File: src/rtl/pc_sequencer_pkg.sv
// rtl/pc_sequencer_pkg.sv - shared state encodings, reset vector and offset sign-extension
package pc_sequencer_pkg;

  typedef enum logic [1:0] {
    FETCH  = 2'b00,
    DECODE = 2'b01,
    EXEC   = 2'b10,
    UPDATE = 2'b11
  } pc_state_t;

  localparam logic [15:0] DEFAULT_RESET_VECTOR = 16'h3000;

  // Returned wide so callers of any width up to 32 can truncate with a cast.
  function automatic logic [31:0] sext9(input logic [8:0] value);
    return {{23{value[8]}}, value};
  endfunction

endpackage

File: src/rtl/pc_adder.sv
// rtl/pc_adder.sv - combinational PC adder shared by increment and branch-offset paths
module pc_adder #(
  parameter int WIDTH = 16
) (
  input  logic [WIDTH-1:0] a,
  input  logic [WIDTH-1:0] b,
  output logic [WIDTH-1:0] sum
);

  assign sum = a + b;

endmodule

File: src/rtl/pc_sequencer.sv
// rtl/pc_sequencer.sv - instruction-fetch FSM, program counter and instruction register
module pc_sequencer
  import pc_sequencer_pkg::*;
#(
  parameter int               WIDTH        = 16,
  parameter logic [WIDTH-1:0] RESET_VECTOR = WIDTH'(DEFAULT_RESET_VECTOR)
) (
  input  logic             clka,
  input  logic             reset_in,
  input  logic [WIDTH-1:0] instr_in,
  input  logic             mem_ready_in,
  input  logic             stall_in,
  input  logic             pc_ctl_0_in,
  input  logic             jmp_in,
  input  logic [WIDTH-1:0] base_in,
  input  logic [8:0]       offset9_in,
  output logic             fetch_req_out,
  output logic [WIDTH-1:0] pc_out,
  output logic [WIDTH-1:0] ir_out,
  output logic             ir_valid_out,
  output logic [1:0]       state_out
);

  pc_state_t        state;
  pc_state_t        next_state;
  logic [WIDTH-1:0] pc;
  logic [WIDTH-1:0] ir;
  logic [WIDTH-1:0] add_b;
  logic [WIDTH-1:0] add_sum;

  // One adder: +1 while fetching, +sext(offset) in UPDATE on the already-incremented PC.
  assign add_b = (state == UPDATE) ? WIDTH'(sext9(offset9_in))
                                   : {{(WIDTH-1){1'b0}}, 1'b1};

  pc_adder #(.WIDTH(WIDTH)) u_pc_adder (
    .a   (pc),
    .b   (add_b),
    .sum (add_sum)
  );

  always_ff @(posedge clka or posedge reset_in) begin
    if (reset_in) begin
      state <= FETCH;
    end else begin
      state <= next_state;
    end
  end

  always_comb begin
    next_state    = state;
    fetch_req_out = 1'b0;
    ir_valid_out  = 1'b0;
    case (state)
      FETCH: begin
        fetch_req_out = 1'b1;
        if (mem_ready_in) begin
          next_state = DECODE;
        end
      end
      DECODE: begin
        ir_valid_out = 1'b1;
        next_state   = EXEC;
      end
      EXEC: begin
        if (!stall_in) begin
          next_state = UPDATE;
        end
      end
      UPDATE: begin
        next_state = FETCH;
      end
      default: begin
        next_state = FETCH;
      end
    endcase
  end

  always_ff @(posedge clka or posedge reset_in) begin
    if (reset_in) begin
      pc <= RESET_VECTOR;
      ir <= '0;
    end else begin
      case (state)
        FETCH: begin
          if (mem_ready_in) begin
            ir <= instr_in;
            pc <= add_sum;
          end
        end
        UPDATE: begin
          if (jmp_in) begin
            pc <= base_in;
          end else if (pc_ctl_0_in) begin
            pc <= add_sum;
          end
        end
        default: begin
        end
      endcase
    end
  end

  assign pc_out    = pc;
  assign ir_out    = ir;
  assign state_out = state;

endmodule

File: config.mk
export PLATFORM = sky130hd
export DESIGN_NAME = pc_sequencer
export DESIGN_NICKNAME = d
export VERILOG_FILES = /design/src/rtl/pc_sequencer_pkg.sv /design/src/rtl/pc_adder.sv /design/src/rtl/pc_sequencer.sv
export SDC_FILE = /design/constraint.sdc
export NUM_CORES = 1
export LEC_CHECK = 0
export CORE_MARGIN = 10
export CORE_UTILIZATION = 48
export DETAILED_ROUTE_END_ITERATION = 10
export HOLD_SLACK_MARGIN = 0.02
export MAX_ROUTING_LAYER = met4
export PLACE_DENSITY = 0.9
export SYNTH_ARGS = -nofsm -noshare
export SYNTH_HDL_FRONTEND = slang
export SYNTH_SLANG_ARGS = --single-unit
File: constraint.sdc
create_clock -name clka -period 7.45 [get_ports clka]
set_input_delay 1.49 -clock clka [delete_from_list [all_inputs] [get_ports clka]]
set_output_delay 1.49 -clock clka [all_outputs]
set_load 0.05 [all_outputs]
==> impl_metrics.csv <==
group,metric,value,unit
critical_path,crit_fanout,7,
die,dieArea,7656,um2
critical_path,required,7610,ps
clock_tree,holdBufCountCts,0,
place,placed_area,3050,um2
detailed_routing,wl_per_cell,17.11,um
min_path,holdPathStages,1,
power_and_ir_drop,p_leak,0.001352,uW
clock_tree,cts.clk_slew.worst_paths,70,ps
timing,tns,0,ps
timing,hold_ws,505.4,ps
global_routing,grt_pass1_vias,2162,
power_and_ir_drop,p_total,1565,uW
synth,synth_top_family_by_area,"simple AND/OR/NAND/NOR gates",
timing,finalHoldViolCount,0,
timing,rsz0062_at_grt,"no",
critical_path,critPathSlowestCell,"or3b_2",
global_routing,grt_overflow,0,
synth,synth_flop_cell,"dfrtp_1",
global_routing,global_route.usage.total,17.06,%
final_layout,drive_gt1_share,11.36,%
die,core.rowCount,24,
timing,finClkSkew,6.888,ps
outcome,status,"finished clean",
final_layout,area_growth_syn_to_layout,43.65,%
synth,synth_adder_area_share,7.780,%
flow_run,max_cap_viol_count,0,
global_routing,grt_pass1_wl,10170,um
clock_tree,tritoncts,"yes",
timing,fmax,0.2538,GHz
detailed_routing,vias,2094,
clock_tree,cts_buffers,5,
timing,layout_min_cycle_time,3940,ps
final_layout,antenna-diode-count,0,
synth,async_flop_share,100.0,%
die,die_y,87.50,um
detailed_routing,viasPerCell,5.675,
timing,finalSetupViolations,0,
synth,synthXorXnorAreaFrac,2.403,%
synth,syn-num-nets,295,
critical_path,startpoint_type,"input pin",
synth,synth-seq-cells,34,
synth,synth-compound-area-share,17.73,%
synth,synth-simple-area-share,20.65,%
synth,synthTopCellsByArea,"dfrtp_1, mux2_2, ha_1",
synth,yosysSeqAreaShare,39.02,%
synth,muxShareOfSynthArea,9.668,%
clock_tree,ctsLongestPathBuffers,2,
die,initial_core_util,49.89,%
synth,netlist_area,2187,um2
detailed_routing,ant_nets,0,
critical_path,cp-end-kind,"register",
clock_tree,clk_latency,290,ps
place,io_buffer_count,82,
synth,syn_area_per_cell,9.307,um2
final_layout,final_area,3142,um2
detailed_routing,drt_iter0_markers,156,
critical_path,crit_chain,"clkdlybuf4s50_1 -> nand2b_1 -> ha_1 -> fa_1 -> nand3_1 -> a21oi_1 -> and3b_1 -> mux2i_1 -> nor4_1 -> or3b_2",
timing,max_slew_margin,48.08,%
power_and_ir_drop,ir_drop,0.3027,mV
clock_tree,htree_levels,2,
global_routing,antenna_found_initial,0,
critical_path,critPathKind,"input pin to register",
final_layout,fin_nets,376,
synth,synth_area_leader_cell,"dfrtp_1",
place,dp_hpwl,4820,um
synth,synth_top_area_share,36.61,%
die,die_w,87.50,um
detailed_routing,firstDrtPassIters,4,
clock_tree,clock-sinks,34,
synth,synth.most_common_cell,"dfrtp_1",
synth,ys_types,51,
die,boundaryPins,83,
timing,tightest_slew,778.9,ps
final_layout,final_util,71.66,%
synth,synth_edf_count,0,
min_path,hold_path.class,"register to register",
timing,post-route-period-util,52.89,%
global_routing,grt_max_degree,35,
critical_path,rr_worst_depth,10,
critical_path,cp_data_arrival_time,4100,ps
power_and_ir_drop,cellPowerDensity,498.0,nW/um2
synth,synthCells,235,
clock_tree,cts-root-buf,"clkbuf_8",
synth,ys_warn_count,0,
timing,final_max_slew_viol_count,0,
clock_tree,ctsResizeCount,0,
critical_path,critPathMaxStageDelay,460,ps
place,gp_congestion,0.8270,
clock_tree,cts_setup_buffers,0,
detailed_routing,drc,0,
synth,synth_common_cells,"dfrtp_1, nand2_1, a21oi_1",
die,core,4384,um2
detailed_routing,wl,6315,um
-- area by class of cell --
cell class / instances / area [um2]
Sequential cell: 34 / 853.3
Tap cell: 52 / 65.06
Timing Repair Buffer: 84 / 835.8
Clock buffer: 7 / 86.33
Clock inverter: 1 / 5.005
Multi-Input combinational cell: 185 / 1274
Fill cell: 326 / 1242
Inverter: 6 / 22.52
-- where the power goes --
| part | total, uW | internal (uW) | switching (uW) |
|---|---|---|---|
| logic | 1060 | 398 | 663 |
| registers | 360 | 279 | 81.1 |
| clock network | 144 | 74.6 | 69.1 |
| total | 1560 | 752 | 813 |
-- metal layers --
metal  vias up  global-route usage, %  part of all wire (%)
li1       1019                      -                     -
met1       990                  19.15                    42
met2        75                  26.26                    46
met3        10                  7.491                   9.9
met4         0                  6.232                   1.8
met5         -                      -                     0
-- through the flow --
| stage | instances | setup slack (ps) |
|---|---|---|
| after floorplan | 235 | 3759 |
| after CTS | 369 | 3527 |
| after global placement | 361 | 3359 |
| after detailed placement | 361 | 3242 |
| after global routing | 369 | 3392 |
| final | 369 | 3510 |
-- cells in the final DEF, fill, tap and decap left out, types with 2 or more instances in the layout --
master	synthesis	routed
nand3_1	6	6
inv_1	6	6
o211a_1	2	2
nor3_1	8	8
o21ai_0	9	9
clkbuf_8	0	6
a31oi_1	3	3
o22ai_1	2	2
nor2_1	18	18
a211oi_1	2	2
a2bb2oi_1	2	2
a21oi_1	21	21
nand2_1	25	25
o221a_2	2	2
o211ai_1	2	2
a21boi_0	2	2
mux2_2	17	17
buf_4	0	2
and2_1	9	9
ha_1	12	12
dfrtp_1	32	32
dfstp_2	2	2
nor4_1	6	6
a21o_1	3	3
or3_1	2	2
clkdlybuf4s50_1	0	82
mux2i_1	2	2
xnor2_1	5	5
-- logic make-up (layout without fill, tap and decap cells) --
group                      count (synthesis)  count (layout)
and+or+nand+nor                           88              88
AOI/OAI and AO/OA                         59              59
DFF                                       34              34
muxes                                     19              19
buffers and inverters                     16              98
adders and majority gates                 13              13
xor gates and xnor gates                   6               6
-- critical path, delay by kind of cell --
kind / cells / cell delay, ps
adder cells (fa/ha/maj): 2 / 670
AND/OR/NAND/NOR: 5 / 1190
buffers and inverters: 1 / 410
multiplexers: 1 / 280
AO/OA/AOI/OAI: 1 / 60
-- worst paths after layout --
kind	start	end	slack (ps)
worst min-delay path	ir_out[5]	ir_out[5]	510
worst max register to register	state_out[0]	pc_out[14]	4230
worst max-delay path	offset9_in[0]	pc_out[14]	3510
max in group asynchronous	reset_in	pc_out[13]	5450
min in group asynchronous	reset_in	ir_out[7]	1650
worst min register to register	ir_out[5]	ir_out[5]	510
-- sequential cells by signal (all words and copies together), names as in the netlist --
name       flops
ir_out        16
state_out      2
pc_out        16
Power figures use the tool's default switching activity.
